## src/rtl/padring_iob_mux_ctrl.sv

```systemverilog
// Break-before-make sequencer for the IOB/dedicated pad mux selects feeding the padring.
// Optional completed-switch counter enabled by defining PADRING_IOB_MUX_SWITCH_CNT_EN.
module padring_iob_mux_ctrl #(
   parameter int NumIob       = 4,
   parameter int GapCycles    = 4,
   parameter int SettleCycles = 2
) (
   input  logic              clk_i,
   input  logic              rst_ni,
   input  logic              req_valid_i,
   input  logic [NumIob-1:0] req_sel_i,
   output logic              req_ready_o,
   input  logic              lock_i,
   output logic              locked_o,
   output logic              req_err_o,
   output logic [NumIob-1:0] mux_iob_sel_o,
   output logic [NumIob-1:0] oe_gate_o,
   output logic              busy_o,
   output logic [7:0]        switch_cnt_o
);

   localparam int MaxCnt = (GapCycles > SettleCycles) ? GapCycles : SettleCycles;
   localparam int CntW   = $clog2(MaxCnt + 1);

   typedef enum logic [1:0] {
      ST_IDLE,
      ST_GATE,
      ST_SWITCH,
      ST_SETTLE
   } state_t;

   state_t              state_reg, state_next;
   logic [CntW-1:0]     cnt_reg, cnt_next;
   logic [NumIob-1:0]   target_reg, target_next;
   logic [NumIob-1:0]   sel_reg, sel_next;
   logic [NumIob-1:0]   gate_reg, gate_next;
   logic                locked_reg, locked_next;
   logic                err_reg, err_next;
   logic                switch_done;
   logic [NumIob-1:0]   mask;

   // Pairs whose select actually flips; only these get their OE gated.
   for (genvar gi = 0; gi < NumIob; gi++) begin : g_mask
      assign mask[gi] = req_sel_i[gi] ^ sel_reg[gi];
   end

   always_ff @(posedge clk_i) begin
      if (!rst_ni) begin
         state_reg  <= ST_IDLE;
         cnt_reg    <= '0;
         target_reg <= '0;
         sel_reg    <= '0;
         gate_reg   <= '0;
         locked_reg <= 1'b0;
         err_reg    <= 1'b0;
      end else begin
         state_reg  <= state_next;
         cnt_reg    <= cnt_next;
         target_reg <= target_next;
         sel_reg    <= sel_next;
         gate_reg   <= gate_next;
         locked_reg <= locked_next;
         err_reg    <= err_next;
      end
   end

   always_comb begin
      state_next  = state_reg;
      cnt_next    = cnt_reg;
      target_next = target_reg;
      sel_next    = sel_reg;
      gate_next   = gate_reg;
      locked_next = locked_reg | lock_i;
      err_next    = 1'b0;
      switch_done = 1'b0;
      case (state_reg)
         ST_IDLE: begin
            // Lock is registered, so a same-cycle lock_i does not block this request.
            if (req_valid_i) begin
               if (locked_reg) begin
                  err_next = 1'b1;
               end else begin
                  target_next = req_sel_i;
                  if (|mask) begin
                     gate_next  = mask;
                     cnt_next   = CntW'(GapCycles - 1);
                     state_next = ST_GATE;
                  end
               end
            end
         end
         ST_GATE: begin
            if (cnt_reg == '0) begin
               state_next = ST_SWITCH;
            end else begin
               cnt_next = cnt_reg - 1'b1;
            end
         end
         ST_SWITCH: begin
            sel_next   = target_reg;
            cnt_next   = CntW'(SettleCycles - 1);
            state_next = ST_SETTLE;
         end
         ST_SETTLE: begin
            if (cnt_reg == '0) begin
               gate_next   = '0;
               switch_done = 1'b1;
               state_next  = ST_IDLE;
            end else begin
               cnt_next = cnt_reg - 1'b1;
            end
         end
         default: begin
            state_next = ST_IDLE;
            gate_next  = '0;
         end
      endcase
   end

   assign req_ready_o   = (state_reg == ST_IDLE);
   assign busy_o        = (state_reg != ST_IDLE);
   assign locked_o      = locked_reg;
   assign req_err_o     = err_reg;
   assign mux_iob_sel_o = sel_reg;
   assign oe_gate_o     = gate_reg;

`ifdef PADRING_IOB_MUX_SWITCH_CNT_EN
   logic [7:0] switch_cnt_reg;

   always_ff @(posedge clk_i) begin
      if (!rst_ni) begin
         switch_cnt_reg <= 8'd0;
      end else if (switch_done && (switch_cnt_reg != 8'hFF)) begin
         switch_cnt_reg <= switch_cnt_reg + 8'd1;
      end
   end

   assign switch_cnt_o = switch_cnt_reg;
`else
   logic unused_switch_done;
   assign unused_switch_done = switch_done;
   assign switch_cnt_o       = 8'd0;
`endif

endmodule

```

## config.mk

```make
export PLATFORM = sky130hd
export DESIGN_NAME = padring_iob_mux_ctrl
export DESIGN_NICKNAME = d
export VERILOG_FILES = /design/src/rtl/padring_iob_mux_ctrl.sv
export SDC_FILE = /design/constraint.sdc
export NUM_CORES = 1
export LEC_CHECK = 0
export BUFFER_PORTS_ARGS = -buffer_cell sky130_fd_sc_hd__buf_4
export CAP_MARGIN = 0
export CORE_MARGIN = 4
export CORE_UTILIZATION = 54
export DETAILED_ROUTE_END_ITERATION = 8
export PLACE_DENSITY = 0.82
export SYNTH_ARGS = -nofsm -noshare
export SYNTH_HDL_FRONTEND = slang
export SYNTH_SLANG_ARGS = --single-unit
export TNS_END_PERCENT = 50
```

## constraint.sdc

```tcl
create_clock -name clk_i -period 5.1 [get_ports clk_i]
set_clock_uncertainty 0.15 [all_clocks]
set_input_delay 1.53 -clock clk_i [delete_from_list [all_inputs] [get_ports clk_i]]
set_output_delay 1.53 -clock clk_i [all_outputs]
set_load 0.05 [all_outputs]
```

==> results of run 1 <==
synth_stat cells:
library cell,count,area share (%)
nor2_1,2,0.74
clkbuf_1,4,1.5
a21oi_1,2,0.98
dfxtp_1,19,37
xor2_1,4,3.4
nand3b_1,1,0.74
mux2i_1,17,17
nor2b_1,11,6.8
nand3_1,1,0.49
nand2_1,14,5.2
or3b_2,1,0.86
o21a_1,1,0.74
a21oi_2,1,0.86
o21ai_0,2,0.98
and4_1,1,0.86
a2111o_1,1,1.1
o41ai_4,1,2.7
conb_1,1,0.37
ha_1,7,8.6
buf_4,8,5.9
inv_1,6,2.2
o211a_1,1,0.98
path summary, 6_finish.rpt:
check / end / slack, ns / start / cells after the start
worst max-delay path: req_ready_o / 2.03 / state_reg[0] / 3
worst max register to register: cnt_reg[0] / 3.32 / state_reg[1] / 6
worst min-delay path: oe_gate_o[2] / 0.32 / oe_gate_o[2] / 2
worst min register to register: oe_gate_o[2] / 0.32 / oe_gate_o[2] / 2
final cells by class:
cell class | instances | area (um2)
multi-input cells | 76 | 566.8
fillers | 156 | 594.3
well taps | 25 | 31.28
flip-flops and latches | 19 | 380.4
repair buffers | 19 | 142.6
inverters | 6 | 22.52
clock buffers | 4 | 26.28
per-layer routing:
metal  global-route usage [%]  share of wire [%]  routed length [um]
met3                    2.915                5.3                  94
met1                    16.91                 42                 748
met5                        0                  0                   0
met2                    27.12                 50                 898
met4                    9.170                2.7                  48
power breakdown:
part / internal [mW] / switching (mW) / total, mW
clock network: 0.0305 / 0.0456 / 0.0761
logic: 0.114 / 0.207 / 0.321
registers: 0.181 / 0.0194 / 0.200
tightest hold or removal path, delay by kind of cell, from the launching register on:
kind	cells	cell delay (ns)
simple gates	1	0.05
flops	1	0.33
mux	1	0.05
cells by family after synthesis:
group | after synthesis | share of synthesized area [%]
muxes | 17 | 16.71
buffers and inverters | 18 | 9.582
and+or+nand+nor | 31 | 15.60
DFF | 19 | 37.35
other | 1 | 0.3682
xor gates and xnor gates | 4 | 3.439
AOI/OAI and AO/OA | 9 | 8.355
adders and majority gates | 7 | 8.599
==> results.sh, run 1 <==
export IMPL_ant_nets=0
export IMPL_setup_tns_ns=0
export IMPL_rows=15
export IMPL_fin_crit_ns=3.070
export IMPL_synth_area_um2=1018
export IMPL_fin_util_pct=66.31
export IMPL_fin_nets=140
export IMPL_setup_violations=0
export IMPL_clk_path_buf_depth=2
export IMPL_drive_gt1_share_pct=20.16
export IMPL_placedInstanceArea_um2=1144
export IMPL_dp_slack_ns=2.129
export IMPL_timing_final_ws_setup_ns=2.030
export IMPL_critPathRequiredTime_ns=3.42
export IMPL_slowest_stage="dfxtp_1"
export IMPL_stdcell_area_um2=1170
export IMPL_yosysWarnings=0
export IMPL_drt_pass1_iterations=3
export IMPL_cp_num_buf_inv=2
export IMPL_status="finished, final reports clean"
export IMPL_die_w_um=51.43
export IMPL_die_area_um2=2645
export IMPL_drcViolationCount=0
export IMPL_die_h_um=51.43
export IMPL_dpl_cell_count=145
export IMPL_leakage_nw=0.5485
export IMPL_power_mw=0.5972
export IMPL_postCtsHoldBufs=0
export IMPL_place_hpwl_um=1409
export IMPL_drt_total_wl_um=1790
export IMPL_grt_max_degree=25
export IMPL_peakVddDrop_mv=0.3342
export IMPL_synth_distinct_cells=22
export IMPL_cellPowerDensity_nw_per_um2=510.5
export IMPL_post_cts_setup_buffer_count=0
export IMPL_grtUsageTotal_pct=15.41
export IMPL_clkSinkCount=19
export IMPL_gp_congestion=0.7383
export IMPL_overflow=0
export IMPL_fmax_mhz=325.7
export IMPL_root_buffer="clkbuf_4"
export IMPL_avgViaCountPerCell=4.893
export IMPL_critPathTopFamily="buffers and inverters"
export IMPL_hold_ws_ns=0.3191
export IMPL_htree_levels=1
export IMPL_drt_initial_drc_count=14
export IMPL_synthCells=106
export IMPL_synth_area_per_cell_um2=9.608
export IMPL_avgRoutedWirePerCell_um=12.01
export IMPL_io_pins=28
export IMPL_cp_start_kind="register"
export IMPL_worstSetupPathType="reg -> out"
export IMPL_via_count=729
export IMPL_fin_cells=149
export IMPL_antenna_found_initial=0
export IMPL_ys_ff_latch=19
export IMPL_period_share_pct=60.20
export IMPL_worstPathCellList="inv_1 > ha_1 > buf_4"
export IMPL_grt_pass1_wl_um=3008
export IMPL_drv_cap=0
export IMPL_post_cts_resize_count=0
export IMPL_max_stage_delay_ns=0.35
export IMPL_portBuffers=19
export IMPL_diodes=0
export IMPL_core_um2=1764
export IMPL_slew_violations=0
export IMPL_report_final_hold_viol_count=0
export IMPL_crit_fanout=9
export IMPL_endpoint_kind="primary output"
export IMPL_final_cell_mix="dfxtp_1 (19), buf_4 (19), mux2i_1 (17)"
export IMPL_rsz0062_at_grt="false"
export IMPL_yosysSeqAreaShare_pct=37.35
export IMPL_syn_to_final_growth_pct=14.86
export IMPL_crit_arrival_ns=1.39
export IMPL_grt_pass1_vias=705
export IMPL_path_clk_slew_ns=0.10
export IMPL_min_path_type="reg -> reg"
export IMPL_clk_insertion_delay_late_ns=0.30
export IMPL_initial_core_util_pct=57.73
export IMPL_cts_tree="built"
export IMPL_cts_buffers=3
No activity file was read; power rests on OpenSTA's default activity.
==> run 2, diff against run 1 <==
--- a/config.mk
+++ b/config.mk
@@ -8,9 +8,9 @@
 export BUFFER_PORTS_ARGS = -buffer_cell sky130_fd_sc_hd__buf_4
 export CAP_MARGIN = 0
 export CORE_MARGIN = 4
-export CORE_UTILIZATION = 54
+export CORE_UTILIZATION = 50
 export DETAILED_ROUTE_END_ITERATION = 8
-export PLACE_DENSITY = 0.82
+export PLACE_DENSITY = 0.77
 export SYNTH_ARGS = -nofsm -noshare
 export SYNTH_HDL_FRONTEND = slang
 export SYNTH_SLANG_ARGS = --single-unit
==> constraint.sdc (replaced) <==
create_clock -name clk_i -period 3.1 [get_ports clk_i]
set_clock_uncertainty 0.15 [all_clocks]
set_input_delay 0.93 -clock clk_i [delete_from_list [all_inputs] [get_ports clk_i]]
set_output_delay 0.93 -clock clk_i [all_outputs]
set_load 0.05 [all_outputs]
==> results.sh, run 2 (synthesis results as in run 1) <==
export IMPL_status="finished, final reports clean"
export IMPL_slew_violations=0
export IMPL_hold_path_depth=2
export IMPL_n_fill_cell=179
export IMPL_r2r_slack_ns=1.31
export IMPL_final_cell_mix="dfxtp_1 (19), buf_4 (19), mux2i_1 (17)"
export IMPL_fmax_mhz=399.3
export IMPL_seq_area_um2=380.4
export IMPL_drv_cap=0
export IMPL_critPathTopFamily="buffers and inverters"
export IMPL_critPathRequiredTime_ns=2.02
export IMPL_reg2reg_to="cnt_reg[1]"
export IMPL_holdPathEnd="oe_gate_o[0]"
export IMPL_rows=16
export IMPL_rsz0062_at_grt="false"
export IMPL_worst_r2r_cell_count=6
export IMPL_overflow=0
export IMPL_worstPathCellList="inv_1 > ha_1 > inv_1 > buf_4"
export IMPL_timing_final_ws_setup_ns=0.5954
export IMPL_core_um2=1942
export IMPL_p_int_mw=0.5328
export IMPL_avgRoutedWirePerCell_um=12.13
export IMPL_grt_pass1_wl_um=2973
export IMPL_gp_congestion=0.7686
export IMPL_path_clk_slew_ns=0.11
export IMPL_cp_start_kind="register"
export IMPL_post_cts_resize_count=0
export IMPL_cellPowerDensity_nw_per_um2=844.5
export IMPL_drt_total_wl_um=1831
export IMPL_initial_core_util_pct=52.45
export IMPL_clk_path_buf_depth=2
export IMPL_placedInstanceArea_um2=1146
export IMPL_drt_pass1_iterations=4
export IMPL_clkPwrFrac_pct=12.9
export IMPL_avgViaCountPerCell=4.841
export IMPL_report_final_hold_viol_count=0
export IMPL_power_frac_seq_pct=33.3
export IMPL_grtUsageTotal_pct=14.93
export IMPL_r2r_start="state_reg[1]"
export IMPL_place_hpwl_um=1452
export IMPL_endpoint_kind="primary output"
export IMPL_drt_initial_drc_count=5
export IMPL_die_area_um2=2823
export IMPL_worstSetupPathType="reg -> out"
export IMPL_leakage_nw=0.5513
export IMPL_ant_nets=0
export IMPL_via_count=731
export IMPL_crit_path_frequent_cell="inv_1"
export IMPL_max_stage_delay_ns=0.37
export IMPL_antenna_found_initial=0
export IMPL_die_h_um=53.13
export IMPL_setup_violations=0
export IMPL_grt_pass1_vias=684
export IMPL_io_pins=28
export IMPL_drive_gt1_share_pct=20.97
export IMPL_postCtsHoldBufs=0
export IMPL_grt_max_degree=25
export IMPL_p_switching_mw=0.4584
export IMPL_peakVddDrop_mv=0.4306
export IMPL_crit_start="state_reg[0]"
export IMPL_cts_buffers=3
export IMPL_fin_nets=140
export IMPL_stdcell_area_um2=1174
export IMPL_crit_fanout=9
export IMPL_root_buffer="clkbuf_4"
export IMPL_diodes=0
export IMPL_p_sw_share_pct=46.25
export IMPL_multi_input_area_um2=566.8
export IMPL_combPwrFrac_pct=53.8
export IMPL_period_share_pct=80.79
export IMPL_htree_levels=1
export IMPL_clk_insertion_delay_late_ns=0.30
export IMPL_post_cts_setup_buffer_count=0
export IMPL_fin_crit_ns=2.505
export IMPL_hp_start="oe_gate_o[0]"
export IMPL_crit_arrival_ns=1.42
export IMPL_setup_tns_ns=0
export IMPL_clkSinkCount=19
export IMPL_drcViolationCount=0
export IMPL_cts_tree="built"
export IMPL_min_path_type="reg -> reg"
export IMPL_slowest_stage="ha_1"
export IMPL_dp_slack_ns=0.7146
export IMPL_die_w_um=53.13
export IMPL_cp_num_buf_inv=3
export IMPL_syn_to_final_growth_pct=15.23
export IMPL_portBuffers=19
-- run 2: power by group through the flow --
stage	clock (mW)	combinational, mW	sequential (mW)
floorplan	0	0.347	0.408
finish	0.128	0.533	0.330
global placement	0	0.524	0.334
detailed placement	0	0.537	0.337
global route	0.143	0.581	0.337
CTS	0.135	0.538	0.331
-- run 2: per-layer routing --
metal / up-vias / wire length, um / global-route usage [%]
met5: - / 0 / 0
met4: 0 / 34 / 10.21
met3: 4 / 81 / 3.099
met2: 16 / 940 / 25.41
met1: 341 / 774 / 16.41
li1: 370 / - / -
-- run 2: final cells by class --
type | count | share of cell area, %
well taps | 27 | 2.878
repair buffers | 19 | 12.15
multi-input cells | 76 | 48.29
clock buffers | 3 | 1.919
clock inverters | 1 | 0.4264
inverters | 6 | 1.919
flip-flops and latches | 19 | 32.41
-- run 2: how the worst max path moves through the flow --
stage	endpoint	slack (ns)	depth (start not counted)
finish	busy_o	0.60	4
global placement	cnt_reg[0]	0.76	5
floorplan	busy_o	0.57	4
global route	busy_o	0.48	4
CTS	busy_o	0.57	4
detailed placement	cnt_reg[0]	0.71	5
-- run 2: per-stage QoR --
step	instances	total power, mW	util, %	hold slack, ns
3_5_place_dp	147	0.8741	59.02	0.2998
2_1_floorplan	113	0.7551	-	0.2847
5_1_grt	151	1.061	60.44	0.3325
6_report	151	0.9912	60.44	0.3150
3_3_place_gp	147	0.8575	59.02	0.2956
4_1_cts	151	1.004	60.44	0.3216
-- run 2: worst register-to-register path, delay by kind of cell, from the launching register on --
| kind | cells | cell delay, ns |
|---|---|---|
| flops | 1 | 0.39 |
| fa+ha+maj | 1 | 0.19 |
| simple gates | 2 | 0.33 |
| compound gates | 1 | 0.31 |
| mux | 1 | 0.25 |
| buf+inv | 1 | 0.10 |
